File: config.mk
export PLATFORM = sky130hd
export DESIGN_NAME = dshot_rx
export DESIGN_NICKNAME = d
export VERILOG_FILES = /design/src/rtl/dshot_pkg.sv /design/src/rtl/dshot_bit_timer.sv /design/src/rtl/dshot_rx.sv
export SDC_FILE = /design/constraint.sdc
export NUM_CORES = 1
export LEC_CHECK = 0
export BUFFER_PORTS_ARGS = -buffer_cell sky130_fd_sc_hd__buf_2
export CORE_UTILIZATION = 58
export CTS_CLUSTER_SIZE = 10
export DETAILED_ROUTE_END_ITERATION = 6
export PLACE_DENSITY = 0.79
export SETUP_SLACK_MARGIN = 0.5
export SLEW_MARGIN = 25
export SYNTH_ARGS = -nofsm -noshare
export SYNTH_HDL_FRONTEND = slang
export SYNTH_HIERARCHICAL = 1
export SYNTH_SLANG_ARGS = --single-unit
File: constraint.sdc
create_clock -name clk -period 2.7 [get_ports clk]
set_input_delay 0.54 -clock clk [delete_from_list [all_inputs] [get_ports clk]]
set_output_delay 0.54 -clock clk [all_outputs]
set_load 0.1 [all_outputs]
File: src/rtl/dshot_pkg.sv
// dshot_pkg: shared DShot frame layout, command range, FSM states and CRC.
// Define DSHOT_RX_INVERTED_EN for bidirectional DShot (idle-high line, complemented CRC).
package dshot_pkg;
  localparam int FRAME_W = 16;
  localparam int THR_W = 11;
  localparam int CRC_W = 4;
  localparam int CMD_W = 6;
  localparam int CMD_MAX = 47;
`ifdef DSHOT_RX_INVERTED_EN
  localparam logic INVERTED = 1'b1;
`else
  localparam logic INVERTED = 1'b0;
`endif
  typedef enum logic [1:0] {IDLE, HIGH, LOW} state_t;
  function automatic logic [CRC_W-1:0] dshot_crc(input logic [FRAME_W-CRC_W-1:0] v);
    logic [CRC_W-1:0] c;
    c = v[3:0] ^ v[7:4] ^ v[11:8];
    return INVERTED ? ~c : c;
  endfunction
endpackage

File: src/rtl/dshot_bit_timer.sv
// dshot_bit_timer: synchronises din, measures high/low run lengths and classifies bits.
//   clk, rst   : clock, synchronous active-high reset
//   din        : raw asynchronous DShot line
//   rise/fall  : active / inactive edge of the synchronised, polarity-normalised line
//   bit_val    : classification of the high pulse ending at fall
//   width_err  : pulse too short at fall, or still high past the maximum width
//   gap_err    : line inactive for more than 2*BIT_CYC cycles
module dshot_bit_timer
  import dshot_pkg::*;
#(
  parameter int BIT_CYC = 106
) (
  input  logic clk,
  input  logic rst,
  input  logic din,
  output logic rise,
  output logic fall,
  output logic bit_val,
  output logic width_err,
  output logic gap_err
);
  localparam int CW = $clog2(2 * BIT_CYC + 1);
  localparam logic [CW-1:0] HALF = CW'(BIT_CYC / 2);
  localparam logic [CW-1:0] MIN_W = CW'(BIT_CYC / 8);
  localparam logic [CW-1:0] MAX_W = CW'(7 * BIT_CYC / 8);
  localparam logic [CW-1:0] GAP = CW'(2 * BIT_CYC);
  logic [2:0] sync;
  logic [CW-1:0] cnt;
  // The synchroniser keeps sampling through reset so no phantom edge appears on release.
  always_ff @(posedge clk) sync <= {sync[1:0], din ^ INVERTED};
  // cnt equals the length of the current run; at a fall it holds the full high width.
  always_ff @(posedge clk)
    if (rst) cnt <= '0;
    else cnt <= (rise | fall) ? CW'(1) : (cnt == GAP ? cnt : cnt + CW'(1));
  always_comb begin
    rise = sync[1] & ~sync[2];
    fall = ~sync[1] & sync[2];
    bit_val = cnt > HALF;
    // cnt >= MAX_W while still high means the pulse already exceeds the maximum width.
    width_err = (fall & (cnt < MIN_W | cnt > MAX_W)) | (sync[1] & sync[2] & cnt >= MAX_W);
    gap_err = ~sync[1] & ~sync[2] & cnt >= GAP;
  end
endmodule

File: src/rtl/dshot_rx.sv
// dshot_rx: DShot frame receiver with CRC check and decoded throttle/command outputs.
//   clk, rst    : clock, synchronous active-high reset
//   din         : asynchronous DShot line (polarity set by DSHOT_RX_INVERTED_EN)
//   frame_valid : one-cycle pulse per accepted frame
//   throttle, telemetry, is_command, command, is_throttle : last accepted frame
//   crc_ok      : CRC result of the most recent complete frame
//   busy        : frame in reception
//   err_crc, err_timing : one-cycle error pulses
module dshot_rx
  import dshot_pkg::*;
#(
  parameter int CLK_HZ = 16_000_000,
  parameter int BIT_RATE = 150_000
) (
  input  logic             clk,
  input  logic             rst,
  input  logic             din,
  output logic             frame_valid,
  output logic [THR_W-1:0] throttle,
  output logic             telemetry,
  output logic             is_command,
  output logic [CMD_W-1:0] command,
  output logic             is_throttle,
  output logic             crc_ok,
  output logic             busy,
  output logic             err_crc,
  output logic             err_timing
);
  localparam int BIT_CYC = CLK_HZ / BIT_RATE;
  if (BIT_CYC < 16) begin : g_bit_cyc_check
    $error("dshot_rx: CLK_HZ/BIT_RATE must be at least 16");
  end
  logic rise, fall, bit_val, width_err, gap_err;
  state_t state;
  logic [3:0] nbit;
  logic [FRAME_W-2:0] sr;
  logic [FRAME_W-1:0] frame;
  logic [THR_W-1:0] thr;
  logic crc_good, cmd_val;
  dshot_bit_timer #(.BIT_CYC(BIT_CYC)) u_timer (
    .clk(clk),
    .rst(rst),
    .din(din),
    .rise(rise),
    .fall(fall),
    .bit_val(bit_val),
    .width_err(width_err),
    .gap_err(gap_err)
  );
  // frame is the complete word at the fall that ends bit 16.
  always_comb begin
    frame = {sr, bit_val};
    thr = frame[FRAME_W-1 -: THR_W];
    crc_good = dshot_crc(frame[FRAME_W-1:CRC_W]) == frame[CRC_W-1:0];
    cmd_val = thr <= THR_W'(CMD_MAX);
  end
  always_ff @(posedge clk)
    if (rst) begin
      state <= IDLE;
      nbit <= '0;
      sr <= '0;
      frame_valid <= 1'b0;
      throttle <= '0;
      telemetry <= 1'b0;
      is_command <= 1'b0;
      command <= '0;
      is_throttle <= 1'b0;
      crc_ok <= 1'b0;
      busy <= 1'b0;
      err_crc <= 1'b0;
      err_timing <= 1'b0;
    end else begin
      frame_valid <= 1'b0;
      err_crc <= 1'b0;
      err_timing <= 1'b0;
      case (state)
        IDLE:
          if (rise) begin
            state <= HIGH;
            busy <= 1'b1;
            nbit <= '0;
            sr <= '0;
          end
        HIGH:
          if (width_err) begin
            state <= IDLE;
            busy <= 1'b0;
            err_timing <= 1'b1;
          end else if (fall) begin
            sr <= frame[FRAME_W-2:0];
            nbit <= nbit + 4'd1;
            state <= nbit == 4'd15 ? IDLE : LOW;
            if (nbit == 4'd15) begin
              busy <= 1'b0;
              crc_ok <= crc_good;
              err_crc <= ~crc_good;
              frame_valid <= crc_good;
              if (crc_good) begin
                throttle <= thr;
                telemetry <= frame[CRC_W];
                is_command <= cmd_val;
                command <= cmd_val ? thr[CMD_W-1:0] : '0;
                is_throttle <= ~cmd_val;
              end
            end
          end
        LOW:
          if (rise) state <= HIGH;
          else if (gap_err) begin
            state <= IDLE;
            busy <= 1'b0;
            err_timing <= 1'b1;
          end
        default: state <= IDLE;
      endcase
    end
endmodule

==> results of run 1 <==
[per-layer routing]
layer / GRT usage, % / vias to the layer above
li1: - / 1049
met1: 29.88 / 956
met2: 35.26 / 57
met3: 5.339 / 8
met4: 15.11 / 0
met5: 0 / -
[flip-flops by register name (all words and copies together), names as in the netlist]
| name | flops |
|---|---|
| is_command | 1 |
| command | 6 |
| busy | 1 |
| nbit | 4 |
| sr | 15 |
| is_throttle | 1 |
| frame_valid | 1 |
| telemetry | 1 |
| crc_ok | 1 |
| err_crc | 1 |
| err_timing | 1 |
| u_timer/sync | 3 |
| u_timer/cnt | 8 |
| throttle | 11 |
| state | 2 |
[how the worst max path moves through the flow]
| stage | startpoint | to | slack [ns] | cells after the start |
|---|---|---|---|---|
| 2_1_floorplan | u_timer/cnt[0] | crc_ok | 0.50 | 11 |
| 5_1_grt | u_timer/cnt[0] | nbit[3] | 0.37 | 11 |
| 6_report | u_timer/cnt[0] | nbit[3] | 0.50 | 11 |
| 3_5_place_dp | u_timer/cnt[0] | command[3] | 0.16 | 11 |
| 3_3_place_gp | u_timer/cnt[0] | is_command | 0.31 | 10 |
| 4_1_cts | u_timer/cnt[0] | command[3] | 0.49 | 11 |
[repair_timing]
item | 4_1_cts | 5_1_grt
cloned | 1 | 2
buffers inserted | 5 | 1
resized for setup | 8 | 13
pin swaps | 2 | 8
endpoints found under the setup margin | 41 | 41
[cell families (layout without fill, tap and decap cells)]
family	after synthesis	count (layout)	share of synthesized area (%)
and+or+nand+nor	109	109	19.13
DFF	57	57	42.56
muxes	37	37	13.86
AOI/OAI and AO/OA	31	31	7.186
buffers and inverters	26	67	5.320
xor gates and xnor gates	18	18	5.880
adders and majority gates	13	13	6.066
[power by group]
group | leakage, nW | switching (W) | internal (W)
sequential | 0.463 | 0.0000268 | 0.000873
combinational | 0.693 | 0.000303 | 0.000204
clock | 0.0839 | 0.000328 | 0.000327
total | 1.24 | 0.000658 | 0.00140
[cell usage after synthesis (all sizes together), types with 3 or more instances]
cell type   n  area [um^2]
nor2b       4        25.02
mux2i      36        360.4
nand2      42        157.7
a21oi      13        65.06
o21a        3        22.52
or3         3        18.77
nand2b      3        18.77
inv        10        37.54
o21ai       7        35.03
nand3       6        35.03
nor2       30        112.6
xnor2      10        87.58
nor4        3        25.02
dfxtp      57         1141
nor3        3        15.01
clkbuf      8        30.03
xor2        8        70.07
ha         13        162.7
buf         7        71.32
and2        3        18.77
or2         3        18.77
nand4       3        18.77
[final cells by class]
class	count	area [um^2]
timing repair buffer	40	316.6
fill	304	1202
clock buffer	12	135.1
tap	52	65.06
sequential	57	1149
clock inverter	4	20.02
inverter	11	43.79
multi-input combinational	208	1453
[worst max-delay path, delay by kind of cell (launching register included)]
kind | cells | cell delay, ns
AOI/OAI and AO/OA | 2 | 0.29
xor gates and xnor gates | 1 | 0.15
adders and majority gates | 1 | 0.20
buffers and inverters | 2 | 0.22
DFF | 1 | 0.37
and+or+nand+nor | 5 | 0.88
[per-stage QoR]
step | total power [W] | hold slack [ns]
2_1_floorplan | 0.001326 | 0.3096
3_3_place_gp | 0.001405 | 0.3159
3_5_place_dp | 0.001406 | 0.3186
4_1_cts | 0.002061 | 0.2980
5_1_grt | 0.002152 | 0.3041
6_report | 0.002061 | 0.3101
==> results.tsv, run 1 <==
stage	metric	value	unit
sta	final critical-path share of the clock period	81.64	%
sta	Slew Limit Headroom	67.31	%
placed_design	Placed Cells	359	
clock_network	clock slew at reported path FFs	0.06	ns
critical_path	cells traversed along the worst timing path	inv_4 > ha_1 > nor2b_1 > or3b_1 > a2bb2oi_2 > nand3b_1 > a21oi_2 > buf_12 > nand4_1 > xor2_1 > nor2_1	
detailed_routing	WL met1	2.572	mm
final_layout	Layout area overhead	18.67	%
detailed_routing	detailed-route wire length per cell	14.15	um
final_layout	commonest cells after routing, fill and taps aside	dfxtp_1 (53), nand2_1 (42), mux2i_1 (36)	
critical_path	Critical Path Fanout Max	19	
global_routing	initial antenna violation count	0	
job	maxcap violations	0	
power_and_ir_drop	Max IR drop VDD	0.3744	mV
sta	final setup slack of the worst path	0.4956	ns
sta	highest clock rate	453.6	MHz
sta	number of hold violations in the final report	0	
sta	setup repair after global routing missed its margin	yes	
critical_path	Setup crit end kind	register	
critical_path	type of the worst setup path	reg2reg	
critical_path	cell at the slowest stage of the critical path	or3b_1	
hold_path	Worst Hold Endpoint	u_timer/sync[0]	
die	horizontal die dimension	69.99	um
placed_design	count of port buffers added during placement	27	
detailed_routing	count of routing violations after the opening detailed-route iteration	145	
sta	setup TNS	0	ns
yosys	async set-reset flop share out of synthesis	0	%
yosys	register bit count reported by yosys	57	
detailed_routing	residual DRC count	0	
clock_network	TritonCTS clock tree	built	
yosys	proportion of synthesized chip area in sequential cells	42.56	%
sta	Worst Max-Slew Pin Slew	0.4937	ns
detailed_routing	DR vias	2070	
status	run status	complete, no violations	
critical_path	largest incremental delay on the critical path	0.38	ns
die	Core ar.	4384	um^2
yosys	Top FF cell, synth	dfxtp_1	
critical_path	destination of the worst register-to-register timing path	nbit[3]	
yosys	count of different cell masters after synthesis	42	
final_layout	final cell count without fillers	384	
die	Die Area	4899	um^2
yosys	Mapped Nets	307	
clock_network	source-to-sink clock delay at the later pin of the worst-skew pair	0.34	ns
hold_path	Hold/Removal Path Class	in2reg	
die	Std-Cell Rows	24	
yosys	Post-Synthesis Mean Instance Area	9.214	um^2
placed_design	placed standard-cell area	2851	um^2
sta	setup-violating endpoint count in the final report	0	
yosys	Yosys warning count	6	
critical_path	worst r2r src	u_timer/cnt[0]	
placed_design	setup slack at placement	0.1590	ns
final_layout	antenna cells	0	
clock_network	CTS Hold Bufs	0	
die	effective utilization at floorplan	61.16	%
global_routing	vias in the first global route	1920	
yosys	number of synthesized flops with an enable pin	0	
detailed_routing	sum of met2 wire segment lengths after detailed routing	2.510	mm
critical_path	CP arrival	2.43	ns
critical_path	required time of the critical path	2.92	ns
final_layout	Core Util, Final	72.57	%
clock_network	level count of the clock H-tree	3	
detailed_routing	top routing layer used	met4	
hold_path	number of instances on the worst hold path	1	
placed_design	final HPWL from detailed placement	3.475	mm
critical_path	register-to-register setup slack	0.50	ns
detailed_routing	number of antenna-violating nets in the routed design	0	
power_and_ir_drop	power per cell area	647.9	nW/um^2
global_routing	Tot GR Track Use	23.34	%
yosys	mapped cell area	2681	um^2
sta	time the worst path needs with I/O delays and setup	2.204	ns
clock_network	root cell of the clock tree	clkbuf_8	
power_and_ir_drop	leakage power of the design	1.240	nW
critical_path	Critical Path Source Type	register	
global_routing	leftover overflow at the end of global routing	0	
detailed_routing	number of vias per cell after detailed routing	5.391	
die	chip height	69.99	um
global_routing	pin count of the biggest net entering global routing	34	
critical_path	logic depth of the worst register-to-register path	11	
hold_path	hold_sp	din	
clock_network	clock sink count	57	
final_layout	fin area	3182	um^2
yosys	gate count of the mapped netlist	291	
detailed_routing	First-pass DRT Iterations	4	
die	top-level I/O count	28	
detailed_routing	routed wire length on met3	261	um
final_layout	share of cells above drive strength 1	22.89	%
placed_design	RD Place Congestion	0.8934	
detailed_routing	wire length after detailed routing	5.435	mm
final_layout	number of nets in the layout	343	
clock_network	clock tree buffer depth	2	
sta	Final Slew Violations	0	
global_routing	wire length of the first global-routing pass	8.818	mm
clock_network	TritonCTS Buffers	9	
final_layout	most common library cell in the layout ignoring fill and taps	dfxtp_1	
sta	skew final	0.01062	ns
(Power assumes the default switching activity.)
==> run 2, diff against run 1 <==
==> constraint.sdc (replaced) <==
create_clock -name clk -period 2.05 [get_ports clk]
set_input_delay 0.41 -clock clk [delete_from_list [all_inputs] [get_ports clk]]
set_output_delay 0.41 -clock clk [all_outputs]
set_load 0.1 [all_outputs]
==> run 2 against run 1 <==
Effect of this change: the run now ends with negative setup slack left; worst setup slack lost 0.71 ns; maximum frequency fell by 2.7%; first-iteration DRC count decreased by 2.1%; sequential power increased by 31%; total power increased by 45%; non-clock buffer count increased by 12; utilization grew 3.2 points; count of clock-buffer cells in the layout fell by 3; wire length up 9.4%; critical endpoint is now throttle[6]; largest power group unchanged; highest routed layer unchanged.
==> results.tsv, run 2 (same netlist as run 1, synthesis figures left out) <==
stage	metric	value	unit
status	run status	finished with violations	
status	violated checks	negative setup slack	
sta	setup TNS	-4.341	ns
power_and_ir_drop	power spent charging and discharging nets	0.0009512	W
global_routing	pin count of the biggest net entering global routing	30	
final_layout	largest registers	sr x15, throttle x11, u_timer/cnt x8	
power_and_ir_drop	Max IR drop VDD	0.5427	mV
clock_network	clock sink count	57	
final_layout	Core Util, Final	75.80	%
sta	final setup slack of the worst path	-0.2152	ns
clock_network	level count of the clock H-tree	3	
global_routing	initial antenna violation count	0	
detailed_routing	count of routing violations after the opening detailed-route iteration	142	
critical_path	cells traversed along the worst timing path	inv_4 > ha_4 > nand3b_1 > a221oi_2 > a2bb2oi_2 > nand3b_1 > nor2_2 > and2_4 > clkbuf_16 > mux2i_1	
critical_path	required time of the critical path	2.31	ns
power_and_ir_drop	power per cell area	899.0	nW/um^2
sta	skew final	0.007885	ns
die	top-level I/O count	28	
power_and_ir_drop	sequential cell fraction of total power	39.6	%
clock_network	clock tree buffer depth	2	
sta	time the worst path needs with I/O delays and setup	2.265	ns
final_layout	most common library cell in the layout ignoring fill and taps	dfxtp_1	
die	Core ar.	4384	um^2
detailed_routing	number of antenna-violating nets in the routed design	0	
die	chip height	69.99	um
final_layout	Layout area overhead	23.94	%
power_and_ir_drop	leakage power of the design	1.301	nW
clock_network	source-to-sink clock delay at the later pin of the worst-skew pair	0.34	ns
placed_design	RD Place Congestion	0.8105	
sta	number of hold violations in the final report	0	
sta	setup repair after global routing missed its margin	yes	
detailed_routing	residual DRC count	0	
global_routing	Tot GR Track Use	23.88	%
detailed_routing	number of vias per cell after detailed routing	5.500	
critical_path	Critical Path Fanout Max	5	
sta	highest clock rate	441.5	MHz
critical_path	Critical Path Source Type	register	
placed_design	final HPWL from detailed placement	3.510	mm
sta	Worst Max-Slew Pin Slew	0.5471	ns
critical_path	CP arrival	2.52	ns
sta	setup-violating endpoint count in the final report	39	
critical_path	most used cell along the critical path	nand3b_1	
final_layout	register containing the most flip-flops in the final layout	sr	
clock_network	clock slew at reported path FFs	0.07	ns
final_layout	antenna cells	0	
clock_network	root cell of the clock tree	clkbuf_8	
power_and_ir_drop	Overall Power	0.002987	W
sta	Slew Limit Headroom	63.19	%
global_routing	wire length of the first global-routing pass	9.190	mm
final_layout	fin area	3323	um^2
placed_design	count of port buffers added during placement	27	
die	Die Area	4899	um^2
sta	Final Slew Violations	0	
final_layout	share of cells above drive strength 1	27.33	%
power_and_ir_drop	combinational group share of total power	25.9	%
critical_path	type of the worst setup path	reg2reg	
detailed_routing	First-pass DRT Iterations	4	
job	maxcap violations	0	
clock_network	TritonCTS clock tree	built	
global_routing	vias in the first global route	1976	
power_and_ir_drop	switch share	31.84	%
final_layout	number of nets in the layout	355	
die	Std-Cell Rows	24	
final_layout	max reg flops	15	
die	effective utilization at floorplan	61.16	%
detailed_routing	wire length after detailed routing	5.946	mm
hold_path	Hold/Removal Path Class	in2reg	
critical_path	largest incremental delay on the critical path	0.36	ns
critical_path	Setup crit end kind	register	
die	horizontal die dimension	69.99	um
clock_network	TritonCTS Buffers	9	
power_and_ir_drop	part of the power in the clock network	34.5	%
final_layout	number of fillers in the final layout	275	
detailed_routing	DR vias	2178	
power_and_ir_drop	Pint	0.002036	W
sta	final critical-path share of the clock period	110.5	%
global_routing	leftover overflow at the end of global routing	0	
hold_path	number of instances on the worst hold path	1	
detailed_routing	detailed-route wire length per cell	15.02	um
critical_path	cell at the slowest stage of the critical path	dfxtp_2	
placed_design	placed standard-cell area	2939	um^2
critical_path	logic depth of the worst register-to-register path	10	
clock_network	CTS Hold Bufs	0	
final_layout	commonest cells after routing, fill and taps aside	dfxtp_1 (53), nand2_1 (42), mux2i_1 (35)	
-- run 2: changes by cell type in the layout (fill, tap and decap cells not counted), moves of 2 or more --
| cell | delta |
|---|---|
| buf_4 | +12 |
| buf_2 | -5 |
| clkbuf_4 | +5 |
| clkbuf_1 | -3 |
| clkinvlp_4 | +3 |
| buf_6 | +2 |
| clkinv_2 | -2 |
-- run 2: per-stage QoR --
| stage | worst slack, ns | std cells | hold slack (ns) |
|---|---|---|---|
| 2_1_floorplan | -0.03014 | 291 | 0.3096 |
| 3_3_place_gp | -0.1194 | 370 | 0.3112 |
| 3_5_place_dp | -0.1527 | 370 | 0.3182 |
| 4_1_cts | -0.1370 | 392 | 0.1713 |
| 5_1_grt | -0.3125 | 396 | 0.1657 |
| 6_report | -0.2152 | 396 | 0.1751 |
-- run 2: final cells by class --
class                      count  area, um^2  share of cell area, %
timing repair buffer          52       396.6                  11.94
clock inverter                 7       71.32                  2.146
inverter                      11       43.79                  1.318
sequential                    57        1146                  34.49
clock buffer                   9       123.9                  3.727
tap                           52       65.06                  1.958
multi-input combinational    208        1476                  44.43
-- run 2: worst max-delay path, delay by kind of cell, from the launching register on --
family                     cells  cell delay [ns]
and+or+nand+nor                4             0.85
DFF                            1             0.36
AOI/OAI and AO/OA              2             0.35
muxes                          1             0.23
buffers and inverters          2             0.23
adders and majority gates      1             0.15
-- run 2: timing repair --
action | in CTS | in global routing
pin swaps | 6 | 7
endpoints found under the setup margin | 46 | 54
gates cloned | 2 | 1
buffers inserted | 4 | 3
gates resized for setup | 9 | 16
-- run 2: power groups by stage --
stage	clock network [W]	registers (W)	logic, W
2_1_floorplan	0	0.00127	0.000477
5_1_grt	0.00109	0.00119	0.000823
3_3_place_gp	0	0.00121	0.000636
6_report	0.00103	0.00118	0.000773
3_5_place_dp	0	0.00121	0.000638
4_1_cts	0.00104	0.00118	0.000698
-- run 2: final timing paths --
kind / from / end / slack (ns)
max: u_timer/cnt[1] / throttle[6] / -0.22
min: din / u_timer/sync[0] / 0.18
max reg2reg: u_timer/cnt[1] / throttle[6] / -0.22
min reg2reg: u_timer/sync[0] / u_timer/sync[1] / 0.33
-- run 2: metal layers --
metal | global-route usage (%) | share of wire (%)
met1 | 31.02 | 46
met2 | 36.65 | 47
met3 | 6.205 | 4.7
met4 | 12.00 | 1.6
met5 | 0 | 0
